[src/rtl/life_pkg.sv]
// Shared constants and helper functions for the Game of Life engine and
// the board address counter.
package life_pkg;

  localparam int LOG2X = 3;
  localparam int LOG2Y = 3;
  localparam int X     = 1 << LOG2X;
  localparam int Y     = 1 << LOG2Y;
  localparam int CELLS = X * Y;
  localparam int AW    = LOG2X + LOG2Y;
  localparam int CW    = AW + 1;

  // Generation control: idle between runs, or collecting strobes of a run.
  typedef enum logic {
    ST_IDLE = 1'b0,
    ST_RUN  = 1'b1
  } run_state_e;

  // Wrapped neighbour index. Row and column offsets are truncated to the
  // index width, so the natural modulo arithmetic gives toroidal wrap.
  function automatic logic [AW-1:0] neigh_idx(input logic [AW-1:0] a,
                                               input int dr,
                                               input int dc);
    logic [LOG2Y-1:0] r;
    logic [LOG2X-1:0] c;
    r = a[AW-1:LOG2X] + LOG2Y'(dr);
    c = a[LOG2X-1:0] + LOG2X'(dc);
    return {r, c};
  endfunction

  // B3/S23: birth on exactly 3 neighbours, survival on 2 or 3.
  function automatic logic next_state(input logic alive, input logic [3:0] n);
    return (n == 4'd3) || (alive && (n == 4'd2));
  endfunction

endpackage

[src/rtl/life_popcnt.sv]
// Combinational population count of a packed bit vector.
module life_popcnt #(
  parameter int WIDTH = 64,
  parameter int CW    = $clog2(WIDTH + 1)
) (
  input  logic [WIDTH-1:0] data_i,
  output logic [CW-1:0]    count_o
);

  // Plain ripple sum; synthesis rebalances it into an adder tree.
  always_comb begin
    count_o = '0;
    for (int i = 0; i < WIDTH; i++) begin
      count_o = count_o + CW'(data_i[i]);
    end
  end

endmodule

[src/rtl/life_engine.sv]
// Game of Life generation engine for a toroidal board.
//
//   state   | meaning
//   --------+-----------------------------------------------------------
//   ST_IDLE | no run in progress; a strobe starts a run (shadow preload)
//   ST_RUN  | collecting strobes; a low strobe commits shadow to board
//
// The geometry parameters must agree with the constants in life_pkg, since
// the neighbour and rule helpers are shared with the address counter.
module life_engine
  import life_pkg::*;
#(
  parameter int X     = life_pkg::X,
  parameter int Y     = life_pkg::Y,
  parameter int LOG2X = life_pkg::LOG2X,
  parameter int LOG2Y = life_pkg::LOG2Y
) (
  input  logic                     clk,
  input  logic                     reset,
  input  logic                     step_en,
  input  logic [LOG2X+LOG2Y-1:0]   addr,
  input  logic                     load_en,
  input  logic [X*Y-1:0]           load_data,
  output logic [X*Y-1:0]           board,
  output logic                     gen_done,
  output logic                     busy,
  output logic [15:0]              gen_cnt,
  output logic [LOG2X+LOG2Y:0]     live_cnt
);

  run_state_e       state_q;
  logic [CELLS-1:0] board_q;
  logic [CELLS-1:0] shadow_q;
  logic [CELLS-1:0] shadow_d;
  logic [CW-1:0]    eval_cnt_q;
  logic [CW-1:0]    live_cnt_q;
  logic [15:0]      gen_cnt_q;
  logic             gen_done_q;

  logic [3:0]       n_live;
  logic             cell_next;
  logic [CELLS-1:0] pop_src;
  logic [CW-1:0]    pop_cnt;

  // Neighbour count and rule for the strobed cell, always read from the
  // committed board so the whole run sees one frozen generation.
  always_comb begin
    n_live = '0;
    for (int dr = -1; dr <= 1; dr++) begin
      for (int dc = -1; dc <= 1; dc++) begin
        if (!(dr == 0 && dc == 0)) begin
          n_live = n_live + 4'(board_q[neigh_idx(addr, dr, dc)]);
        end
      end
    end
    cell_next = next_state(board_q[addr], n_live);
  end

  // Shadow update: the first strobe of a run starts from the committed board
  // so never-strobed cells carry over unchanged.
  always_comb begin
    shadow_d       = (state_q == ST_RUN) ? shadow_q : board_q;
    shadow_d[addr] = cell_next;
  end

  // Load and commit never coincide (load wins), so one counter serves both.
  assign pop_src = load_en ? load_data : shadow_q;

  life_popcnt #(
    .WIDTH (CELLS),
    .CW    (CW)
  ) u_popcnt (
    .data_i  (pop_src),
    .count_o (pop_cnt)
  );

  // Run/commit control, board, shadow and statistics.
  always_ff @(posedge clk or negedge reset) begin
    if (!reset) begin
      state_q    <= ST_IDLE;
      board_q    <= '0;
      shadow_q   <= '0;
      eval_cnt_q <= '0;
      live_cnt_q <= '0;
      gen_cnt_q  <= '0;
      gen_done_q <= 1'b0;
    end else if (load_en) begin
      // Aborting here makes any strobes that follow a fresh run.
      state_q    <= ST_IDLE;
      board_q    <= load_data;
      live_cnt_q <= pop_cnt;
      gen_cnt_q  <= '0;
      eval_cnt_q <= '0;
      gen_done_q <= 1'b0;
    end else begin
      gen_done_q <= 1'b0;
      case (state_q)
        ST_IDLE: begin
          if (step_en) begin
            shadow_q   <= shadow_d;
            eval_cnt_q <= CW'(1);
            state_q    <= ST_RUN;
          end
        end
        ST_RUN: begin
          if (step_en) begin
            shadow_q   <= shadow_d;
            eval_cnt_q <= eval_cnt_q + CW'(1);
          end else begin
            board_q    <= shadow_q;
            live_cnt_q <= pop_cnt;
            gen_cnt_q  <= gen_cnt_q + 16'd1;
            gen_done_q <= 1'b1;
            state_q    <= ST_IDLE;
          end
        end
        default: state_q <= ST_IDLE;
      endcase
    end
  end

  assign board    = board_q;
  assign gen_done = gen_done_q;
  assign busy     = (state_q == ST_RUN);
  assign gen_cnt  = gen_cnt_q;
  assign live_cnt = live_cnt_q;

endmodule

[config.mk]
export PLATFORM = sky130hd
export DESIGN_NAME = life_engine
export DESIGN_NICKNAME = d
export VERILOG_FILES = /design/src/rtl/life_pkg.sv /design/src/rtl/life_popcnt.sv /design/src/rtl/life_engine.sv
export SDC_FILE = /design/constraint.sdc
export NUM_CORES = 1
export LEC_CHECK = 0
export CAP_MARGIN = 20
export CORE_MARGIN = 10
export CORE_UTILIZATION = 40
export CTS_CLUSTER_SIZE = 25
export DETAILED_ROUTE_END_ITERATION = 8
export DONT_BUFFER_PORTS = 1
export MAX_ROUTING_LAYER = met4
export PLACE_DENSITY = 0.57
export SYNTH_ARGS = -nofsm -noshare
export SYNTH_HDL_FRONTEND = slang
export SYNTH_HIERARCHICAL = 1
export SYNTH_SLANG_ARGS = --single-unit
[constraint.sdc]
create_clock -name clk -period 8.1 [get_ports clk]
set_input_delay 1.62 -clock clk [delete_from_list [all_inputs] [get_ports clk]]
set_output_delay 1.62 -clock clk [all_outputs]
set_load 0.005 [all_outputs]
==> results_tabular.tex <==
\begin{tabular}{lr}
\hline
Metric & Value \\
\hline
\multicolumn{2}{l}{\textbf{Run status}} \\
Outcome & completed \\
\multicolumn{2}{l}{\textbf{Final layout}} \\
Most used cells in the layout excluding fill and tap cells & 154 x mux2\_2, 152 x dfrtp\_1, 110 x nand2\_1 \\
Most common cell after layout, fill and taps aside & mux2\_2 \\
Area growth from synthesis to final layout & 8.18\% \\
Layout cells sized above 1 & 0.210 \\
\# nets final & 1287 \\
\multicolumn{2}{l}{\textbf{STA}} \\
Max Slew Vio Count & 0 \\
Worst slew margin relative to its limit & 0.293 \\
Min cycle time layout & 7.48 ns \\
Peak Freq & 134 MHz \\
Slew at the pin closest to its max-slew limit & 1.06 ns \\
Worst Skew & 0.0124 ns \\
Final setup TNS & 0 ns \\
Hold Violations, Final & 0 \\
Final setup violation count & 0 \\
RSZ-0062 raised after global routing & no \\
Final period utilization & 0.924 \\
\multicolumn{2}{l}{\textbf{Route}} \\
Detailed router's first-iteration violation count & 1018 \\
Average wire per standard cell & 26.4 µm \\
Number of iterations in the first detailed-routing pass & 8 \\
Total number of vias & 9442 \\
Wirelength, routed & 40.8 mm \\
Final routed DRC violation total & 0 \\
Number of vias per cell after detailed routing & 6.10 \\
Number of antenna-violating nets in the routed design & 0 \\
\multicolumn{2}{l}{\textbf{Synthesis}} \\
Synthesized-area fraction occupied by adder cells & 0.121 \\
Count of flip-flops with a built-in enable after synthesis & 0 \\
Main flop type after synthesis & dfrtp\_1 \\
Post-synthesis async set-or-reset flop share & 1.00 \\
Total nets after synthesis & 1325 \\
Post-synthesis area per instance & 10.2 µm² \\
Count of distinct cell types in the synthesized netlist & 64 \\
Number of cells produced by synthesis & 1170 \\
Sequential-to-total area share from yosys stat & 0.320 \\
Total of flip-flops plus latches after synthesis & 153 \\
Post-synthesis xor/xnor area fraction & 0.0167 \\
Fraction of the mapped netlist area in compound gates & 0.153 \\
Yosys Warn Count & 6 \\
Mux contribution to synthesized area & 0.230 \\
Main combinational cell family by area after synthesis & multiplexers \\
Area of the mapped netlist & 0.0120 mm² \\
Fraction of the mapped netlist area in simple logic gates & 0.0974 \\
\multicolumn{2}{l}{\textbf{Global routing}} \\
Global-route wire length before repair & 61.4 mm \\
Global route overflow & 0 \\
Antenna violations before repair & 11 \\
Number of global-route vias before repair & 9245 \\
Maximum number of pins on one net before global-route repair & 154 \\
Total global-route track usage & 0.226 \\
\multicolumn{2}{l}{\textbf{Clock tree}} \\
Root Buffer Master & clkbuf\_16 \\
\# Post-CTS Setup Buffers & 0 \\
Clock transition at the registers of the reported paths & 0.07 ns \\
Number of clock sinks & 153 \\
CTS tree & built \\
Number of buffers added by the clock tree synthesis step & 17 \\
Buffer depth of the longest clock path & 2 \\
Cells resized by post-CTS repair & 0 \\
CTS H-tree depth & 4 \\
Worst-Skew Late Latency & 0.45 ns \\
Quantity of hold-fixing buffers added after cts & 0 \\
\multicolumn{2}{l}{\textbf{Die}} \\
Die span in y & 193 µm \\
Starting density of the core & 0.404 \\
Std-Cell Core Area & 0.0296 mm² \\
Width of the die & 193 µm \\
I/O pins & 163 \\
Row count & 63 \\
Total die area & 0.0372 mm² \\
\multicolumn{2}{l}{\textbf{Setup path}} \\
Data arrival time of the worst path & 7.82 ns \\
Setup slack, reg-to-reg & 1.43 ns \\
CP Max Fanout & 83 \\
CP Class & primary input to flop \\
Critical Path Sink Type & flop \\
CP required & 8.44 ns \\
Critical Path Start Type & primary input \\
\multicolumn{2}{l}{\textbf{Placement}} \\
Final weighted congestion in routability-driven placement & 0.934 \\
IO buf count & 0 \\
HPWL reported at the end of detailed placement & 28.9 mm \\
\multicolumn{2}{l}{\textbf{Flow run}} \\
Count of max-cap constraint violations & 0 \\
\multicolumn{2}{l}{\textbf{Worst hold path}} \\
Worst min-delay path category & flop to flop \\
\hline
\end{tabular}
cell families after synthesis:
| kind of cell | count (synthesis) |
|---|---|
| xor gates and xnor gates | 22 |
| adders and majority gates | 81 |
| AOI/OAI and AO/OA | 255 |
| buffers and inverters | 173 |
| muxes | 219 |
| DFF | 153 |
| and+or+nand+nor | 267 |
worst paths after layout:
check | from | endpoint | cells past startpoint
worst max register to register | shadow_q[53]$_DFFE_PN0P_ | live_cnt[6]$_DFFE_PN0P_ | 21
max in group asynchronous | reset | busy$_DFF_PN0_ | 0
worst min register to register | shadow_q[54]$_DFFE_PN0P_ | shadow_q[54]$_DFFE_PN0P_ | 2
worst max-delay path | load_en | live_cnt[6]$_DFFE_PN0P_ | 21
min in group asynchronous | reset | live_cnt[3]$_DFFE_PN0P_ | 0
worst min-delay path | shadow_q[54]$_DFFE_PN0P_ | shadow_q[54]$_DFFE_PN0P_ | 2
per-layer routing:
layer  wire length, µm  share of wire  up-vias  track usage
met2             19500           0.48      364        0.353
met3              3620          0.089       51       0.0649
li1                  -              -     4185            -
met5                 0              0        -            -
met4               786          0.019        0       0.0608
met1             16900           0.41     4842        0.281
state kept, by name, summed over array words and instances (netlist names):
name	flops
shadow_q	64
board	64
gen_done	1
live_cnt	7
busy	1
gen_cnt	16
area by class of cell:
class,count,area (µm²)
Tap cell,390,488
Timing Repair Buffer,21,174
Fill cell,2841,16600
Multi-Input combinational cell,844,7420
Antenna cell,13,32.5
Sequential cell,153,3830
Inverter,95,357
Clock buffer,20,447
Clock inverter,12,190
synth_stat cells (all sizes together), types with 9 or more instances:
cell type | instances | share of area
mux2 | 156 | 0.15
dfrtp | 153 | 0.32
nand2 | 110 | 0.035
nor2 | 94 | 0.030
inv | 92 | 0.029
a21oi | 65 | 0.027
fa | 58 | 0.097
clkbuf | 53 | 0.017
mux2i | 36 | 0.030
o31ai | 35 | 0.022
a32oi | 34 | 0.025
a21o | 33 | 0.021
mux4 | 27 | 0.053
buf | 25 | 0.015
ha | 23 | 0.024
a31oi | 18 | 0.0094
o32ai | 16 | 0.012
xor2 | 16 | 0.012
nor3 | 11 | 0.0050
o21ai | 10 | 0.0042
a221oi | 9 | 0.0066
nand3 | 9 | 0.0038
worst max-delay path, cell delays in order:
cell and delay, ns:
mux2_2 0.34, fa_1 0.54, inv_1 0.05, fa_1 0.47, inv_1 0.11, fa_1 0.50
inv_1 0.05, fa_1 0.53, inv_1 0.06, fa_1 0.47, inv_1 0.05, fa_1 0.52
fa_1 0.44, fa_1 0.51, inv_1 0.05, ha_1 0.23, fa_1 0.49, a211o_1 0.33
a21oi_1 0.13, o21bai_1 0.07, mux2_2 0.26
metrics by stage:
stage	instances	setup slack (ns)	util	hold WS [ns]	instance area, µm²
after global placement	1502	0.212	0.415	0.490	12300
after global routing	1546	0.400	0.437	0.535	12900
after CTS	1535	0.616	0.436	0.518	12900
after floorplan	1170	0.111	-	0.476	12000
after detailed placement	1503	0.195	0.415	0.503	12300
final	1548	0.617	0.438	0.516	12900
Power is not shown: default switching activity piles up to over one toggle a cycle in this logic, so the estimate is an artifact.
